[src/rtl/fifo_wr_arbiter.sv]
// Round-robin write-side arbiter sharing one FIFO write port among NUM_REQ producers.
// Optional per-producer accepted-word counters are built when ARB_STATS_EN is defined.
module fifo_wr_arbiter #(
  parameter int NUM_REQ    = 4,
  parameter int DATA_WIDTH = 32,
  parameter int MAX_BURST  = 8,
  parameter int CNT_WIDTH  = 16
) (
  input  logic                            clk,
  input  logic                            rst,
  input  logic [NUM_REQ-1:0]              req,
  input  logic [NUM_REQ*DATA_WIDTH-1:0]   req_wdata,
  output logic [NUM_REQ-1:0]              ack,
  output logic                            fifo_wen,
  output logic [DATA_WIDTH-1:0]           fifo_wdata,
  input  logic                            fifo_full,
  output logic                            grant_valid,
  output logic [$clog2(NUM_REQ)-1:0]      grant_idx,
  output logic [NUM_REQ*CNT_WIDTH-1:0]    stat_cnt
);

  localparam int IW = $clog2(NUM_REQ);
  localparam int BW = $clog2(MAX_BURST + 1);

  localparam logic [0:0] ST_IDLE  = 1'b0;
  localparam logic [0:0] ST_BURST = 1'b1;

  logic [0:0]    state;
  logic [IW-1:0] grant_q;
  logic [IW-1:0] last_grant;
  logic [BW-1:0] beat_cnt;
  logic [IW-1:0] next_idx;
  logic          any_req;
  logic          req_g;
  logic          accept;

  // Search upward from last_grant+1, wrapping; the first hit wins.
  always_comb begin
    int unsigned cand;
    cand     = 0;
    next_idx = last_grant;
    any_req  = 1'b0;
    for (int unsigned off = 1; off <= NUM_REQ; off++) begin
      cand = (int'(last_grant) + off) % NUM_REQ;
      if (!any_req && req[cand]) begin
        any_req  = 1'b1;
        next_idx = IW'(cand);
      end
    end
  end

  // A word presented during reset is never acked, so an aborted burst writes nothing extra.
  assign req_g  = req[grant_q];
  assign accept = (state == ST_BURST) && req_g && !fifo_full && !rst;

  always_comb begin
    ack          = '0;
    ack[grant_q] = accept;
  end

  assign fifo_wen    = accept;
  assign fifo_wdata  = req_wdata[grant_q*DATA_WIDTH +: DATA_WIDTH];
  assign grant_valid = (state == ST_BURST);
  assign grant_idx   = grant_q;

  always_ff @(posedge clk) begin
    if (rst) begin
      state      <= ST_IDLE;
      grant_q    <= '0;
      last_grant <= IW'(NUM_REQ - 1);
      beat_cnt   <= '0;
    end else begin
      case (state)
        ST_IDLE: begin
          if (any_req) begin
            grant_q  <= next_idx;
            beat_cnt <= '0;
            state    <= ST_BURST;
          end
        end
        ST_BURST: begin
          if (accept) begin
            beat_cnt <= beat_cnt + 1'b1;
            if (beat_cnt == BW'(MAX_BURST - 1)) begin
              state      <= ST_IDLE;
              last_grant <= grant_q;
            end
          end else if (!req_g) begin
            state      <= ST_IDLE;
            last_grant <= grant_q;
          end
        end
        default: state <= ST_IDLE;
      endcase
    end
  end

`ifdef ARB_STATS_EN
  logic [CNT_WIDTH-1:0] cnt [NUM_REQ];

  // Saturating counters: they stick at all-ones rather than wrap.
  always_ff @(posedge clk) begin
    if (rst) begin
      for (int unsigned i = 0; i < NUM_REQ; i++) cnt[i] <= '0;
    end else begin
      for (int unsigned i = 0; i < NUM_REQ; i++) begin
        if (ack[i] && (cnt[i] != '1)) cnt[i] <= cnt[i] + 1'b1;
      end
    end
  end

  always_comb begin
    stat_cnt = '0;
    for (int unsigned i = 0; i < NUM_REQ; i++) stat_cnt[i*CNT_WIDTH +: CNT_WIDTH] = cnt[i];
  end
`else
  assign stat_cnt = '0;
`endif

endmodule

[config.mk]
export PLATFORM = sky130hd
export DESIGN_NAME = fifo_wr_arbiter
export DESIGN_NICKNAME = d
export VERILOG_FILES = /design/src/rtl/fifo_wr_arbiter.sv
export SDC_FILE = /design/constraint.sdc
export NUM_CORES = 1
export LEC_CHECK = 0
export ABC_AREA = 1
export ABC_CLOCK_PERIOD_IN_PS = 1350
export CAP_MARGIN = 15
export CORE_MARGIN = 4
export CORE_UTILIZATION = 24
export CTS_BUF_LIST = sky130_fd_sc_hd__clkbuf_4 sky130_fd_sc_hd__clkbuf_8
export DETAILED_ROUTE_END_ITERATION = 6
export GPL_TIMING_DRIVEN = 0
export PLACE_DENSITY = 0.79
export SLEW_MARGIN = 15
export SYNTH_ARGS = -nofsm -noshare
export SYNTH_HDL_FRONTEND = slang
export SYNTH_SLANG_ARGS = --single-unit
[constraint.sdc]
create_clock -name clk -period 1.35 [get_ports clk]
set_clock_uncertainty 0.1 [all_clocks]
set_input_delay 0.2025 -clock clk [delete_from_list [all_inputs] [get_ports clk]]
set_output_delay 0.2025 -clock clk [all_outputs]
set_load 0.02 [all_outputs]
== Word level (Yosys, flattened, before mapping) ==
Index checks and enable logic that the tools add are counted.

* Word-level logic and storage cells: 69
* Output and inout bits: 104
* Register bits: 9
* Input port bits: 135

* Bitwise gates (word level): 2
* Equality and inequality tests: 5
* Shifts and indexed selects: 1
* Order comparisons: 6
* $add $sub $neg: 5
* Reduce and logical (&&, ||, !) cells: 15
* Muxes and demuxes: 31

{| class="wikitable"
|+ Operators with widths
! operator !! count
|-
| $shiftx 128x8->32 || 1
|-
| $lt 2x3->1 const B || 5
|-
| $mux 1 || 14
|-
| $mux 2 || 7
|-
| $bmux 1 s2 || 5
|-
| $mux 4 || 2
|-
| $pmux 4 s2 || 1
|-
| $logic_and 1x1->1 || 7
|-
| $ne 2x2->1 const B || 3
|-
| $logic_not 1->1 || 5
|-
| $add 2x1->2 const B || 2
|-
| $add 2x2->2 const B || 2
|-
| $add 4x1->4 const B || 1
|-
| $and 4x4->4 || 1
|-
| $eq 4x3->1 const B || 1
|-
| $reduce_and 2->1 || 2
|-
| $reduce_and 3->1 || 1
|-
| $demux 1 s2 || 1
|-
| $ge 2x1->1 const B || 1
|-
| $ne 2x1->1 const B || 1
|-
| $pmux 1 s2 || 1
|-
| $not 1->1 || 1
|}

== Depth between registers and ports, before layout ==
* Depth in word-level cells: 15
* Depth in mapped cells: 14

== Worst setup path before layout ==
Ideal clock, no wire load.

* Kind: register to output
* From: reg grant_q[1], in the netlist grant_idx[1]
* To: out ack[0]
* Data arrival time: 1.590 ns
* Slack: -0.542 ns
* Stages on the path, launching flop included: 8
* Cell sequence: dfxtp_1 buf_2 inv_2 nor2_2 nand2_1 o2111ai_2 nand2_4 nor3_1

* Word-level cells in the longest chain between the ends: 6
* Elaborated cells between the ends (all ways): 11
* Those cells by class: order compare (2); mux (4); bitwise (1); reduce/logical (4)

{| class="wikitable"
|+ Ends and longest elaborated chain
! item !! RTL line !! source
|-
| start, declared || 29 || <nowiki>logic [IW-1:0] grant_q;</nowiki>
|-
| start signal, assigned || 76 || <nowiki>grant_q <= next_idx;</nowiki>
|-
| branches (longest 5 deep; another with $lt 2x3->1) || - ||
|-
| $and 4x4->4 (no line) * || - ||
|-
| end, declared || 13 || <nowiki>output logic [NUM_REQ-1:0] ack,</nowiki>
|}

Every way passes the cells marked *. The select of a mux whose other input is x is not followed.

== Worst setup path after layout ==
* From: reg grant_q[1], in the netlist grant_idx[1]
* To: out fifo_wdata[29]

* Word-level cells in the longest chain between the ends: 1

{| class="wikitable"
|+ Ends and longest elaborated chain
! item !! RTL line !! source
|-
| $shiftx 128x8->32 || 62 || <nowiki>assign fifo_wdata = req_wdata[grant_q*DATA_WIDTH +: DATA_WIDTH];</nowiki>
|-
| end, declared || 15 || <nowiki>output logic [DATA_WIDTH-1:0] fifo_wdata,</nowiki>
|}

Every way passes these cells.

==> summary.md <==
| Metric | Value |
|---|---|
| Max-slew violation count | 0 |
| Rows | 31 |
| Worst R2R End | beat_cnt[3] |
| Data required, critical path | 1050 ps |
| Buffers added on ports | 174 |
| HPWL Detailed | 8490 um |
| Width of the die | 95.8 um |
| Total of flip-flops plus latches after synthesis | 9 |
| Longest individual stage delay on the worst path | 340 ps |
| Most common library cell in the layout ignoring fill and taps | clkdlybuf4s50_1 |
| Fraction of final layout cells with drive strength greater than 1 | 47.1% |
| Slowest-stage cell, CP | dfxtp_4 |
| Syn Inst Count | 308 |
| Share of synthesized registers carrying an async set or reset | 0% |
| Final critical delay including setup and external delays | 1830 ps |
| Crit end category | output pin |
| Sequential-to-total area share from yosys stat | 9.73% |
| 1st-iter DRT viols | 37 |
| Capturing instance or port of the critical path | fifo_wdata[29] |
| Number of top-level pins | 239 |
| Vias in the first global route | 2,825 |
| Result of the run | complete, but fails checks |
| R2R cell count | 10 |
| Initial antenna violation count | 0 |
| Clock latency at the later pin of the worst-skew pair | 240 ps |
| Worst hold slack | 354 ps |
| Total track usage | 21.0% |
| Routed wire length | 10,800 um |
| Initial cell density of the core | 25.1% |
| Reg2reg start | grant_idx[1] |
| Number of detailed-route iterations in the first pass | 4 |
| Vias per cell | 4.38 |
| IR Drop Worst-Case VDD | 0.000958 V |
| Routed WL per cell | 16.0 um |
| Crit path max fanout | 6 |
| Worst setup SP type | register |
| Count of yosys warnings during synthesis | 0 |
| Cell-by-cell trace of the critical path | buf_12, clkinv_8, nor2_4, buf_12, buf_8, buf_12, a22oi_2, nand2_2, buf_6 |
| Flop-to-flop setup slack | -360 ps |
| Post-Synthesis Cell Area | 1850 um2 |
| Setup repair after global routing missed its margin | yes |
| P_leak | 2.43 nW |
| Predominant post-synthesis flop cell | dfxtp_1 |
| Number of enable-type register cells in the synthesized netlist | 0 |
| Dominant cell type by count on the critical path | buf_12 |
| H-tree levels | 1 |
| Path type of the worst setup path | reg -> out |
| Power density normalized to cell area | 1310 nW/um2 |
| Clock Tree Root | clkbuf_8 |
| Number of vias in the routed layout | 2,961 |
| Clock transition at the registers of the reported paths | 50 ps |
| Hold Crit Start | req[1] |
| Post-Synthesis Mean Instance Area | 6.01 um2 |
| Total congestion overflow after global routing | 0 |
| Maximum number of pins on one net before global-route repair | 11 |
| DRC violation count after routing | 0 |
| Wire length of the first global-routing pass | 15,000 um |
| Height of the chip | 95.8 um |
| Type of the most critical hold path | in -> reg |
| Clock tree from TritonCTS | done |
| Worst Path Arrival | 1530 ps |
| Remaining antenna violation count | 0 |
| Die footprint | 9190 um2 |
| Minimum setup slack in the final design | -484 ps |
| Cell variety after synth | 30 |
| Power Total | 6.66 mW |
| Synth-to-layout area growth | 175% |
| Hold violation total from the final report | 0 |
| Number of antenna cells inserted | 0 |
| Bufs on Longest Clock Path | 2 |
| Core box area | 7370 um2 |
| Failing checks | negative setup slack |
| Clock Sinks | 9 |
| Startpoint of the worst setup timing path | grant_idx[1] |
| Total number of nets in the final design | 714 |
| Max Fclk | 545 MHz |
| Number of buffers inserted during clock tree synthesis | 3 |
| Global placer's final weighted congestion | 0.836 |
| Fraction of the cycle the final worst path needs | 136% |
| Number of hold buffers added after CTS | 0 |
| Top library cells by usage in the layout, fill and taps aside | 131 x clkdlybuf4s50_1, 78 x buf_4, 64 x conb_1 |
| Max-cap check violation count | 0 |
| Final-report setup violation count | 46 |
==> metrics by stage <==
stage | utilization [%] | instances | TNS, ps | worst slack, ps | area, um2
finish | 69.0 | 676 | -18210 | -484 | 5090
global route | 69.0 | 676 | -21210 | -545 | 5090
CTS | 65.8 | 669 | -17730 | -510 | 4850
detailed placement | 58.8 | 644 | -31300 | -969 | 4340
global placement | 58.8 | 644 | -30880 | -969 | 4340
floorplan | - | 371 | -3070 | -226 | 2470
==> synth_stat cells (all sizes together) (4+ instances only) <==
library cell	n	area, um2
o21ai	4	20.0
nand3	31	155
clkbuf	11	41.3
a21oi	5	25.0
nand2	92	355
nor3	4	25.0
a22oi	46	345
nor2	10	45.1
inv	17	66.3
dfxtp	9	180
buf	68	502
==> power breakdown <==
group	switching [mW]	total (mW)	internal, mW
Combinational	2.91	5.91	2.99
Sequential	0.0878	0.417	0.329
Clock	0.115	0.341	0.227
Total	3.11	6.66	3.55
==> sequential cells by signal, indices dropped and copies added (netlist names) <==
name         flops
grant_idx        2
last_grant       2
grant_valid      1
beat_cnt         4
==> worst max-delay path: cells and delay by family, from the launching register on <==
kind | cells | cell delay (ps)
buf+inv | 6 | 700
flops | 1 | 340
compound gates | 1 | 140
simple gates | 2 | 100
==> layer usage <==
metal,share of wire [%],up-vias,GRT usage (%)
met5,0,-,0
met4,1.1,0,2.73
met3,9.1,12,4.77
met2,57,131,43.3
met1,33,1365,21.7
li1,-,1453,-
==> cell type report <==
class / instances / area, um2
multi-input cells: 266 / 1830
clock buffers: 4 / 48.8
repair buffers: 203 / 2100
fillers: 609 / 2280
flip-flops and latches: 9 / 190
plain buffers: 78 / 716
well taps: 99 / 124
inverters: 17 / 86.3
==> kinds of logic (layout without fill, tap and decap cells) <==
group / count (synthesis) / in the layout / share of synthesized area [%]
AOI/OAI and AO/OA: 58 / 58 / 22.8
xor gates and xnor gates: 2 / 2 / 0.946
adders and majority gates: 1 / 1 / 0.676
buffers and inverters: 96 / 302 / 32.9
DFF: 9 / 9 / 9.73
other: 1 / 64 / 0.203
and+or+nand+nor: 141 / 141 / 32.8
==> how the worst min path moves through the flow <==
stage / slack [ps] / end / cells after the start
floorplan: 170 / beat_cnt[1] / 1
global placement: 390 / beat_cnt[1] / 2
detailed placement: 400 / beat_cnt[1] / 2
CTS: 350 / beat_cnt[2] / 2
global route: 400 / grant_idx[1] / 4
finish: 350 / grant_idx[1] / 4
==> what timing repair did <==
item                                    in CTS  in global routing
gates cloned                                 3                  1
gates resized for setup                    274                 47
setup buffers                               18                  7
endpoints found under the setup margin      49                 46
pin swaps                                   22                 20
Power figures use the tool's default switching activity.
